<file path="src/rtl/perf_bcd_conv.sv">
// Sequential binary-to-BCD converter (shift-add-3, one bit per clock) with a
// start/busy/done handshake and an overflow flag for digits beyond DIGITS.
module perf_bcd_conv #(
  parameter int unsigned BIN_W      = 32,
  parameter int unsigned INT_DIGITS = 10,
  parameter int unsigned DIGITS     = 6
) (
  input  logic                  clk,
  input  logic                  rst,
  input  logic                  start,
  input  logic [BIN_W-1:0]      bin,
  output logic                  busy,
  output logic                  done,
  output logic [4*DIGITS-1:0]   digits,
  output logic                  overflow
);

  localparam int unsigned ACC_W = 4 * INT_DIGITS;
  localparam int unsigned DIG_W = 4 * DIGITS;
  localparam int unsigned CNT_W = $clog2(BIN_W + 1);
  localparam logic [CNT_W-1:0] LAST_CNT = CNT_W'(BIN_W - 1);

  typedef enum logic [1:0] {
    S_IDLE  = 2'd0,
    S_SHIFT = 2'd1,
    S_DONE  = 2'd2
  } state_t;

  state_t             state_q, state_d;
  logic [BIN_W-1:0]   sr_q, sr_d;
  logic [ACC_W-1:0]   acc_q, acc_d;
  logic [CNT_W-1:0]   cnt_q, cnt_d;
  logic               busy_q, busy_d;
  logic               done_q, done_d;
  logic [DIG_W-1:0]   digits_q, digits_d;
  logic               overflow_q, overflow_d;

  logic [ACC_W-1:0]   acc_adj_c;
  logic [ACC_W-1:0]   acc_shf_c;
  logic [BIN_W-1:0]   sr_shf_c;
  logic               ovf_c;

  // Add-3 on every nibble >= 5, then shift {acc,sr} left by one.
  always_comb begin
    acc_adj_c = acc_q;
    for (int unsigned i = 0; i < INT_DIGITS; i++) begin
      if (acc_q[4*i +: 4] >= 4'd5) begin
        acc_adj_c[4*i +: 4] = acc_q[4*i +: 4] + 4'd3;
      end
    end
    acc_shf_c = ACC_W'({acc_adj_c, sr_q[BIN_W-1]});
    sr_shf_c  = {sr_q[BIN_W-2:0], 1'b0};
    ovf_c = 1'b0;
    for (int unsigned i = DIGITS; i < INT_DIGITS; i++) begin
      ovf_c = ovf_c | (|acc_shf_c[4*i +: 4]);
    end
  end

  // Next-state and registered-output logic.
  always_comb begin
    state_d    = state_q;
    sr_d       = sr_q;
    acc_d      = acc_q;
    cnt_d      = cnt_q;
    busy_d     = 1'b0;
    done_d     = 1'b0;
    digits_d   = digits_q;
    overflow_d = overflow_q;

    case (state_q)
      S_IDLE, S_DONE: begin
        if (start) begin
          state_d = S_SHIFT;
          sr_d    = bin;
          acc_d   = '0;
          cnt_d   = '0;
          busy_d  = 1'b1;
        end else begin
          state_d = S_IDLE;
        end
      end
      S_SHIFT: begin
        sr_d   = sr_shf_c;
        acc_d  = acc_shf_c;
        cnt_d  = cnt_q + CNT_W'(1);
        busy_d = 1'b1;
        if (cnt_q == LAST_CNT) begin
          state_d    = S_DONE;
          busy_d     = 1'b0;
          done_d     = 1'b1;
          digits_d   = acc_shf_c[DIG_W-1:0];
          overflow_d = ovf_c;
        end
      end
      default: begin
        state_d = S_IDLE;
      end
    endcase
  end

  always_ff @(posedge clk or negedge rst) begin
    if (!rst) begin
      state_q    <= S_IDLE;
      sr_q       <= '0;
      acc_q      <= '0;
      cnt_q      <= '0;
      busy_q     <= 1'b0;
      done_q     <= 1'b0;
      digits_q   <= '0;
      overflow_q <= 1'b0;
    end else begin
      state_q    <= state_d;
      sr_q       <= sr_d;
      acc_q      <= acc_d;
      cnt_q      <= cnt_d;
      busy_q     <= busy_d;
      done_q     <= done_d;
      digits_q   <= digits_d;
      overflow_q <= overflow_d;
    end
  end

  assign busy     = busy_q;
  assign done     = done_q;
  assign digits   = digits_q;
  assign overflow = overflow_q;

endmodule

</file>
<file path="config.mk">
export PLATFORM = sky130hd
export DESIGN_NAME = perf_bcd_conv
export DESIGN_NICKNAME = d
export VERILOG_FILES = /design/src/rtl/perf_bcd_conv.sv
export SDC_FILE = /design/constraint.sdc
export NUM_CORES = 1
export LEC_CHECK = 0
export BUFFER_PORTS_ARGS = -buffer_cell sky130_fd_sc_hd__buf_2
export CAP_MARGIN = 20
export CORE_ASPECT_RATIO = 1.2
export CORE_UTILIZATION = 45
export DETAILED_ROUTE_END_ITERATION = 10
export PLACE_DENSITY_LB_ADDON = 0.2
export SLEW_MARGIN = 10
export SYNTH_ARGS = -nofsm -noshare
export SYNTH_HDL_FRONTEND = slang
export SYNTH_SLANG_ARGS = --single-unit
</file>
<file path="constraint.sdc">
create_clock -name clk -period 1.85 [get_ports clk]
set_input_delay 0 -clock clk [delete_from_list [all_inputs] [get_ports clk]]
set_output_delay 0 -clock clk [all_outputs]
set_load 0.03 [all_outputs]
</file>
==> metrics.txt, run 1 <==
status completed; Num CTS Buffers 9; Clock transition at path regs 70 ps; number of global-route vias before repair 4,155; sequential share of power 0.380; TNS Setup 0 ps; slew margin rel. 0.6959; DR iter-0 viols 133; GRT Util Overall 0.2003; Residual DRC 0; Clock Power Share 0.176; Leak Pwr 3.038 nW; WL/cell 14.80 um; Setup Viol. Count Final 0; vias per cell 5.481; Rows 42; Startpoint Class flop; Final Skew 6.037 ps; critical path's top delay family compound AO/OA/AOI/OAI gates; CTS tree built; met3 wire length 343 um; placed cell count 695; worst path cell trace inv_1 > ha_1 > nand2b_1 > a21oi_2 > mux2i_1 > nand4_1 > o32a_1; largest net degree at the start of global routing 40; synth unique cells 31; DRT Wirelength 11,060 um; clk_lat worst skew 340 ps; syn nets 556; Die Ht 118.6 um; GP Congestion 0.7869; wl on met1 4991 um; wire length on met2 5546 um; Crit Reg-Reg Startpoint acc_q[33]$_DFFE_PN0P_; First-pass DRT Iterations 6; FMAX 0.5762 GHz; detailed-route via count 4,094; number of synthesized flops with an enable pin 0; WP buf/inv 1; PwrDens 1696 nW/um^2; clk sinks 107; Comb pwr share 0.444; Worst Setup End Kind flop; top sig layer met4; Worst EP required 2080 ps; crit share post-route 0.9381; Tmin final 1735 ps; Initial Util 0.4618; Final Max Tran Viols 0; initial antenna violation count 0; Buffers on Ports 61; most common cell after layout, fill and taps aside dfrtp_1; P_sw 4.270 mW; CP Data Arrival Time 1960 ps; P&R area growth vs syn 26.20%; Detailed Place HPWL 7334 um; layout cell share with drive strength beyond 1 0.2228; Seq/Total Area, Yosys 0.5254; crit path kind flop to flop; max_cap viols 0; Sw Ratio 0.3914; worst vdd ir 538.0 uV; CORE AREA 11,040 um^2; DRT antenna net count 0; nets@finish 666; Die Wd 99.15 um; Hold WC Path Type input pin to asynchronous set/reset pin; Post-synth ARST share 1.000; most frequent cells in the layout dfrtp_1, nand2_1, buf_2; yosys warns 0; Cells after Synth 500; Final Hold Vio Count 0; slew of the pin with the lowest slew margin 456.2 ps; critical path fanouts, max 4; CP startpoint acc_q[33]$_DFFE_PN0P_; n_diodes 0; fin area 6431 um^2; GRT overflow 0; synthesized cell area 5096 um^2; crit path max-delay cell type dfrtp_1; cell internal pwr 6.640 mW; CTS root buffer clkbuf_16; ys flop type dfrtp_1; Max Buffers Root-to-Sink 2; Avg Cell Area, Syn 10.19 um^2; placed cell area 5704 um^2; Final Non-Filler Cells 747; H-Tree Depth 3; number of top-level pins 62; die area 11,760 um^2; first-pass GRT wire length 18,840 um; Synth Register Bits 107; Critical Path Max Stage Delay 360 ps
-- flip-flops by register name (all words and copies together), names as in the netlist --
signal and cells:
cnt_q 6, acc_q 40, busy 1, sr_q 32
state_q 2, digits 24, done 1, overflow 1
-- cell type report --
| class | count | area [um^2] |
|---|---|---|
| fillers | 944 | 4604 |
| flip-flops and latches | 107 | 2678 |
| multi-input cells | 349 | 2320 |
| repair buffers | 123 | 895.9 |
| clock buffers | 13 | 250.2 |
| well taps | 132 | 165.2 |
| inverters | 20 | 75.07 |
| clock inverters | 3 | 47.55 |
-- power groups by stage --
stage | sequential (mW) | clock, mW | combinational [mW]
after CTS | 4.11 | 1.98 | 4.68
final | 4.15 | 1.92 | 4.84
after detailed placement | 4.13 | 0 | 4.59
after global placement | 4.10 | 0 | 4.42
after floorplan | 4.44 | 0 | 2.93
after global routing | 4.29 | 2.05 | 5.44
-- cell usage after synthesis, types with 2 or more instances --
cell,n,share of area
buf_2,5,0.0049
buf_6,2,0.0044
a22o_1,13,0.022
nor2_1,17,0.013
nand2_1,92,0.068
nor2b_1,2,0.0025
mux2_2,14,0.031
nand4_1,4,0.0049
xnor2_1,10,0.017
nand2b_1,12,0.015
a21oi_1,34,0.033
nor3_1,5,0.0049
dfrtp_1,107,0.53
nand3_1,3,0.0029
nor3b_1,14,0.021
a32o_1,6,0.012
mux2i_1,10,0.020
inv_1,20,0.015
o21ai_0,34,0.033
ha_1,21,0.052
o31ai_1,8,0.012
a22oi_1,31,0.046
clkbuf_1,16,0.012
o211ai_1,2,0.0029
o22ai_1,12,0.015
-- per-layer routing --
layer,track usage,vias up
met1,0.2506,1998
met5,0,-
met2,0.3448,82
met3,0.04021,15
li1,-,1999
met4,0.06710,0
-- path summary, 6_finish.rpt --
path / end / slack (ps) / cells after the start
setup / recovery: overflow$_DFFE_PN0P_ / 110 / 7
setup reg to reg: overflow$_DFFE_PN0P_ / 110 / 7
min in group clk: sr_q[17]$_DFFE_PN0P_ / 420 / 4
hold / removal: digits[23]$_DFFE_PN0P_ / 160 / 2
max in group asynchronous: sr_q[21]$_DFFE_PN0P_ / 1130 / 3
hold reg to reg: sr_q[5]$_DFFE_PN0P_ / 480 / 2
-- stage by stage --
stage	utilization	hold WS [ps]	worst slack, ps	power [mW]
2_1_floorplan	-	-295.6	21.25	7.372
3_5_place_dp	0.5169	-14.11	28.04	8.727
5_1_grt	0.5828	202.3	-13.69	11.79
6_report	0.5828	158.6	114.5	10.91
3_3_place_gp	0.5169	-22.53	60.39	8.519
4_1_cts	0.5751	171.6	7.370	10.77
-- worst register-to-register path, stage by stage (launching register included) --
cell and delay, ps:
dfrtp_1 360, inv_1 90, ha_1 180, nand2b_1 160, a21oi_2 160, mux2i_1 230, nand4_1 110, o32a_1 340
-- cell families (layout without fill, tap and decap cells) --
group                    Yosys count  after routing  synth area share
adder cells (fa/ha/maj)           21             21           0.05156
AND/OR/NAND/NOR                  152            152            0.1382
flip-flops                       107            107            0.5254
AO/OA/AOI/OAI                    142            142            0.1797
XOR/XNOR                          10             10           0.01719
multiplexers                      24             24           0.05058
buffers and inverters             44            159           0.03732
-- repair_timing --
action,in CTS,in global routing
pin swaps,0,7
gates resized for setup,1,18
setup endpoints to repair,1,17
setup buffers,0,2
hold endpoints to repair,75,0
hold buffers,34,0
Power figures use the tool's default switching activity.
==> run 2, diff against run 1 <==
--- a/config.mk
+++ b/config.mk
@@ -7,8 +7,10 @@
 export LEC_CHECK = 0
 export BUFFER_PORTS_ARGS = -buffer_cell sky130_fd_sc_hd__buf_2
 export CAP_MARGIN = 20
+export CELL_PAD_IN_SITES_DETAIL_PLACEMENT = 1
+export CELL_PAD_IN_SITES_GLOBAL_PLACEMENT = 1
 export CORE_ASPECT_RATIO = 1.2
-export CORE_UTILIZATION = 45
+export CORE_UTILIZATION = 40
 export DETAILED_ROUTE_END_ITERATION = 10
 export PLACE_DENSITY_LB_ADDON = 0.2
 export SLEW_MARGIN = 10
==> run 2 against run 1 <==
Die area up 12%. Register-to-register slack worse by 50 ps. Core utilization down 5.9 points. Clock power up 4%. Critical endpoint unchanged. Clock skew up 2.1 ps.
==> metrics.txt, run 2 (synthesis gave the netlist of run 1 again) <==
status completed; GRT Util Overall 0.2111 (+0.01076); first-pass GRT wire length 22,380 um (+19%); Initial Util 0.4151 (-0.04669); crit path max-delay cell type dfrtp_1; register area 2678 um^2 (unchanged); Die Wd 105.0 um (+5.9%); max reg flops 40 (unchanged); setup ws final 67.28 ps (-47.26 ps); placed cell count 715 (+2.9%); max_cap viols 0 (unchanged); placed cell area 5673 um^2 (-0.55%); Clock transition at path regs 70 ps (about the same); Final Hold Vio Count 0 (unchanged); Buffers on Ports 61 (unchanged); Detailed Place HPWL 8100 um (+10%); CORE AREA 12,280 um^2 (+11%); slew margin rel. 0.4823 (-0.2136); Residual DRC 0 (unchanged); clk sinks 107 (unchanged); H-Tree Depth 3 (unchanged); Setup WS pre-CTS -69.76 ps (-97.80 ps); GP Congestion 0.7769 (-1.3%); Setup Viol. Count Final 0 (unchanged); initial antenna violation count 0 (unchanged); DRT antenna net count 0 (unchanged); CTS root buffer clkbuf_16; Final Non-Filler Cells 765 (+2.4%); number of top-level pins 62 (unchanged); clk_lat worst skew 350 ps (about the same); worst vdd ir 635.4 uV (+18%); Num CTS Buffers 9 (unchanged); WL/cell 17.11 um (+16%); detailed-route via count 4,121 (+0.66%); PwrDens 1734 nW/um^2 (+2.2%); Die Ht 125.6 um (+6.0%); Tmin final 1783 ps (+47.26 ps); worst path cell trace inv_2 > ha_1 > nand2b_4 > a21oi_4 > mux2i_2 > nand4_1 > o32a_1; Final Max Tran Viols 0 (unchanged); Max Buffers Root-to-Sink 2 (unchanged); CP Data Arrival Time 2010 ps (+50 ps); vias per cell 5.387 (-1.7%); DR iter-0 viols 139 (+4.5%); critical path fanouts, max 4 (unchanged); fin area 6429 um^2 (about the same); setup bufs post-CTS 0 (unchanged); GRT overflow 0 (unchanged); n_diodes 0 (unchanged); Leak Pwr 2.989 nW (-1.6%); Worst EP required 2080 ps (about the same); Top reg by flops acc_q; slew of the pin with the lowest slew margin 775.7 ps (+319.5 ps); FMAX 0.5609 GHz (-2.7%); number of global-route vias before repair 4,503 (+8.4%); crit path kind flop to flop; Core Util, Final 0.5236 (-0.05912); crit share post-route 0.9636 (+0.02555); Rows 44 (+4.8%); most frequent cells in the layout dfrtp_1, nand2_1, buf_2; hold_ws 117.6 ps (-41.01 ps); First-pass DRT Iterations 4 (-2); most common cell after layout, fill and taps aside dfrtp_1; largest net degree at the start of global routing 61 (+53%); multi-input logic area 2351 um^2 (+1.3%); Critical Path Max Stage Delay 380 ps (+20 ps); Layout fillers 1,380 (+46%); layout cell share with drive strength beyond 1 0.2202 (-0.002566); nets@finish 656 (-1.5%); Final Skew 8.136 ps (+2.099 ps); die area 13,200 um^2 (+12%); CTS tree built; Worst Setup End Kind flop; Startpoint Class flop; Hold WC Path Type input pin to asynchronous set/reset pin; P&R area growth vs syn 26.15% (about the same); DRT Wirelength 13,090 um (+18%)
-- run 2: layer usage --
layer / vias up / wire, um / global-route usage
met3: 11 / 362 / 0.03934
met5: - / 0 / 0
met4: 0 / 145 / 0.05551
met1: 2071 / 5835 / 0.2620
li1: 1975 / - / -
met2: 64 / 6746 / 0.3763
-- run 2: critical path, delay by kind of cell (launching register included) --
kind                     cells  cell delay, ps
buffers and inverters        1              80
AO/OA/AOI/OAI                2             510
multiplexers                 1             250
AND/OR/NAND/NOR              2             270
flip-flops                   1             380
adder cells (fa/ha/maj)      1             180
-- run 2: per-stage QoR --
| step | TNS (ps) | power [mW] |
|---|---|---|
| final | 0 | 11.15 |
| after global routing | -22.95 | 12.04 |
| after CTS | 0 | 11.07 |
| after detailed placement | -242.5 | 8.830 |
| after global placement | 0 | 8.528 |
| after floorplan | 0 | 7.372 |
-- run 2: path summary, 6_finish.rpt --
kind | start | endpoint | slack [ps] | cells after the start
worst max-delay path | acc_q[25]$_DFFE_PN0P_ | overflow$_DFFE_PN0P_ | 70 | 7
worst min-delay path | rst | acc_q[14]$_DFFE_PN0P_ | 120 | 2
worst max register to register | acc_q[25]$_DFFE_PN0P_ | overflow$_DFFE_PN0P_ | 70 | 7
worst min register to register | sr_q[30]$_DFFE_PN0P_ | sr_q[30]$_DFFE_PN0P_ | 480 | 2
max in group asynchronous | rst | sr_q[21]$_DFFE_PN0P_ | 1140 | 3
min in group clk | bin[6] | sr_q[6]$_DFFE_PN0P_ | 410 | 4
-- run 2: power breakdown --
| group | switching, mW | internal [mW] | leakage, nW |
|---|---|---|---|
| registers | 0.853 | 3.33 | 1.32 |
| logic | 2.77 | 2.20 | 1.52 |
| clock network | 0.864 | 1.12 | 0.145 |
-- run 2: what timing repair did --
item | in CTS | in global routing
pin swaps | 2 | 5
endpoints found under the hold margin | 140 | 0
hold buffers | 34 | 0
cloned | 1 | 0
setup endpoints to repair | 15 | 7
gates resized for setup | 12 | 16
-- run 2: area by class of cell --
cell class                 count  area share
sequential                   107      0.4165
multi-input combinational    350      0.3657
timing repair buffer         112      0.1277
clock buffer                  12     0.03990
tap                          161     0.03134
inverter                      20     0.01168
clock inverter                 3    0.007201
==> run 3, diff against run 2 <==
--- a/config.mk
+++ b/config.mk
@@ -12,6 +12,7 @@
 export CORE_ASPECT_RATIO = 1.2
 export CORE_UTILIZATION = 40
 export DETAILED_ROUTE_END_ITERATION = 10
+export MAX_ROUTING_LAYER = met4
 export PLACE_DENSITY_LB_ADDON = 0.2
 export SLEW_MARGIN = 10
 export SYNTH_ARGS = -nofsm -noshare
==> run 3 against run 2 <==
Critical path depth did not move. Clock power barely moved. Highest routed layer unchanged. Cell area barely moved. Sequential share of layout area barely moved. Maximum frequency rose by 0.14%. Global-route usage rose by 0.64 points. Register-to-register slack barely moved. Via count rose by 0.44%. Sequential cell count did not move. Largest power group unchanged. Core utilization barely moved. Clock skew rose by 2.6 ps.
==> metrics.txt, run 3 (synthesis gave the netlist of run 1 again) <==
First-pass DRT Iterations 6 (+2); Setup Viol. Count Final 0 (unchanged); DRT Wirelength 13,120 um (+0.23%); slew margin rel. 0.4869 (+0.004554); GP Congestion 0.7875 (+1.4%); setup bufs post-CTS 0 (unchanged); clk sinks 107 (unchanged); nets@finish 656 (unchanged); Clock transition at path regs 70 ps (about the same); worst vdd ir 633.5 uV (-0.30%); most common cell after layout, fill and taps aside dfrtp_1; die area 13,200 um^2 (unchanged); Detailed Place HPWL 8100 um (unchanged); Final Skew 10.74 ps (+2.607 ps); CTS tree built; layout cell share with drive strength beyond 1 0.2202 (unchanged); placed cell count 715 (unchanged); CTS root buffer clkbuf_16; Final Hold Vio Count 0 (unchanged); Startpoint Class flop; critical path's top delay family compound AO/OA/AOI/OAI gates; worst path cell trace inv_2 > ha_1 > nand2b_4 > a21oi_4 > mux2i_2 > nand4_1 > o32a_1; Final Max Tran Viols 0 (unchanged); Hold WC Path Type input pin to asynchronous set/reset pin; layer with the highest usage met2; number of global-route vias before repair 4,506 (+0.067%); setup ws final 69.76 ps (+2.488 ps); register area 2678 um^2 (unchanged); CP startpoint acc_q[25]$_DFFE_PN0P_; Layout fillers 1,380 (unchanged); CORE AREA 12,280 um^2 (unchanged); GR Layer Usage met2 0.3775 (+0.001169); first-pass GRT wire length 22,350 um (-0.15%); WL/cell 17.15 um (+0.23%); DR iter-0 viols 157 (+13%); vias per cell 5.410 (+0.44%); GRT Util Overall 0.2174 (+0.006354); P&R area growth vs syn 26.25% (about the same); Die Ht 125.6 um (unchanged); Leak Pwr 2.992 nW (about the same); crit share post-route 0.9623 (-0.001345); multi-input logic area 2351 um^2 (unchanged); Worst Setup End Kind flop; CP Data Arrival Time 2010 ps (about the same); Worst EP required 2080 ps (about the same); DRT antenna net count 0 (unchanged); PwrDens 1734 nW/um^2 (about the same); Max Buffers Root-to-Sink 2 (unchanged); Top reg by flops acc_q; WP buf/inv 1 (unchanged); most frequent cells in the layout dfrtp_1, nand2_1, buf_2; max reg flops 40 (unchanged); Buffers on Ports 61 (unchanged); crit path kind flop to flop; number of top-level pins 62 (unchanged); Residual DRC 0 (unchanged); Final Non-Filler Cells 765 (unchanged); Rows 44 (unchanged); critical path fanouts, max 4 (unchanged); GRT overflow 0 (unchanged); Tmin final 1780 ps (-2.488 ps); Setup WS pre-CTS -69.76 ps (unchanged); M3 GR Usage 0.02640 (-0.01294); met1 GRT Util 0.2620 (unchanged); crit path max-delay cell type dfrtp_1; H-Tree Depth 3 (unchanged); FMAX 0.5617 GHz (+0.14%); largest net degree at the start of global routing 61 (unchanged); Num CTS Buffers 9 (unchanged); Core Util, Final 0.5241 (about the same); hold_ws 116.5 ps (-1.045 ps); Die Wd 105.0 um (unchanged); n_diodes 0 (unchanged); Crit Reg-Reg Startpoint acc_q[25]$_DFFE_PN0P_; detailed-route via count 4,139 (+0.44%); Initial Util 0.4151 (unchanged); Critical Path Max Stage Delay 380 ps (about the same); initial antenna violation count 0 (unchanged); status completed; slew of the pin with the lowest slew margin 768.9 ps (-6.823 ps); clk_lat worst skew 350 ps (about the same); max_cap viols 0 (unchanged)
==> run 3: cell types whose count changed in the layout (fill, tap and decap cells not counted) <==
cell    change
buf_8       -1
buf_12      +1
==> run 3: timing repair <==
action	in CTS	in global routing
pin swaps	2	5
endpoints found under the setup margin	15	7
endpoints found under the hold margin	140	0
gates cloned	1	0
hold buffers	34	0
resized for setup	12	17
==> run 3: worst register-to-register path, delay by kind of cell, from the launching register on <==
kind,cells,cell delay (ps)
AOI/OAI and AO/OA,2,510
adders and majority gates,1,190
buffers and inverters,1,80
DFF,1,380
muxes,1,240
and+or+nand+nor,2,270
==> run 3: area by class of cell <==
class                           instances  share of cell area
Clock buffer                           12             0.03987
Clock inverter                          3            0.007196
Inverter                               20             0.01167
Multi-Input combinational cell        350              0.3654
Sequential cell                       107              0.4162
Tap cell                              161             0.03131
Timing Repair Buffer                  112              0.1284
==> run 3: where the power goes <==
group	internal [mW]	switching, mW	total, mW	leakage [nW]
combinational	2.20	2.78	4.98	1.52
clock	1.12	0.866	1.99	0.145
sequential	3.33	0.852	4.19	1.32
==> run 3: routing by layer <==
| metal | wire, um | share of wire |
|---|---|---|
| met5 | 0 | 0 |
| met4 | 183 | 0.014 |
| met3 | 308 | 0.023 |
| met2 | 6747 | 0.51 |
| met1 | 5881 | 0.45 |
==> run 3: path summary, 6_finish.rpt <==
kind                                         endpoint  slack, ps  cells past startpoint
max in group asynchronous        acc_q[0]$_DFFE_PN0P_       1130                      3
min in group clk                  sr_q[6]$_DFFE_PN0P_        410                      4
worst min register to register   sr_q[30]$_DFFE_PN0P_        480                      2
worst max register to register   overflow$_DFFE_PN0P_         70                      7
worst min-delay path            acc_q[14]$_DFFE_PN0P_        120                      2
worst max-delay path             overflow$_DFFE_PN0P_         70                      7
==> run 3: per-stage QoR <==
| step | TNS [ps] | total power [mW] | area, um^2 |
|---|---|---|---|
| 3_5_place_dp | -242.5 | 8.830 | 5673 |
| 3_3_place_gp | 0 | 8.528 | 5673 |
| 2_1_floorplan | 0 | 7.372 | 5096 |
| 5_1_grt | -22.88 | 12.03 | 6434 |
| 4_1_cts | 0 | 11.07 | 6366 |
| 6_report | 0 | 11.16 | 6434 |
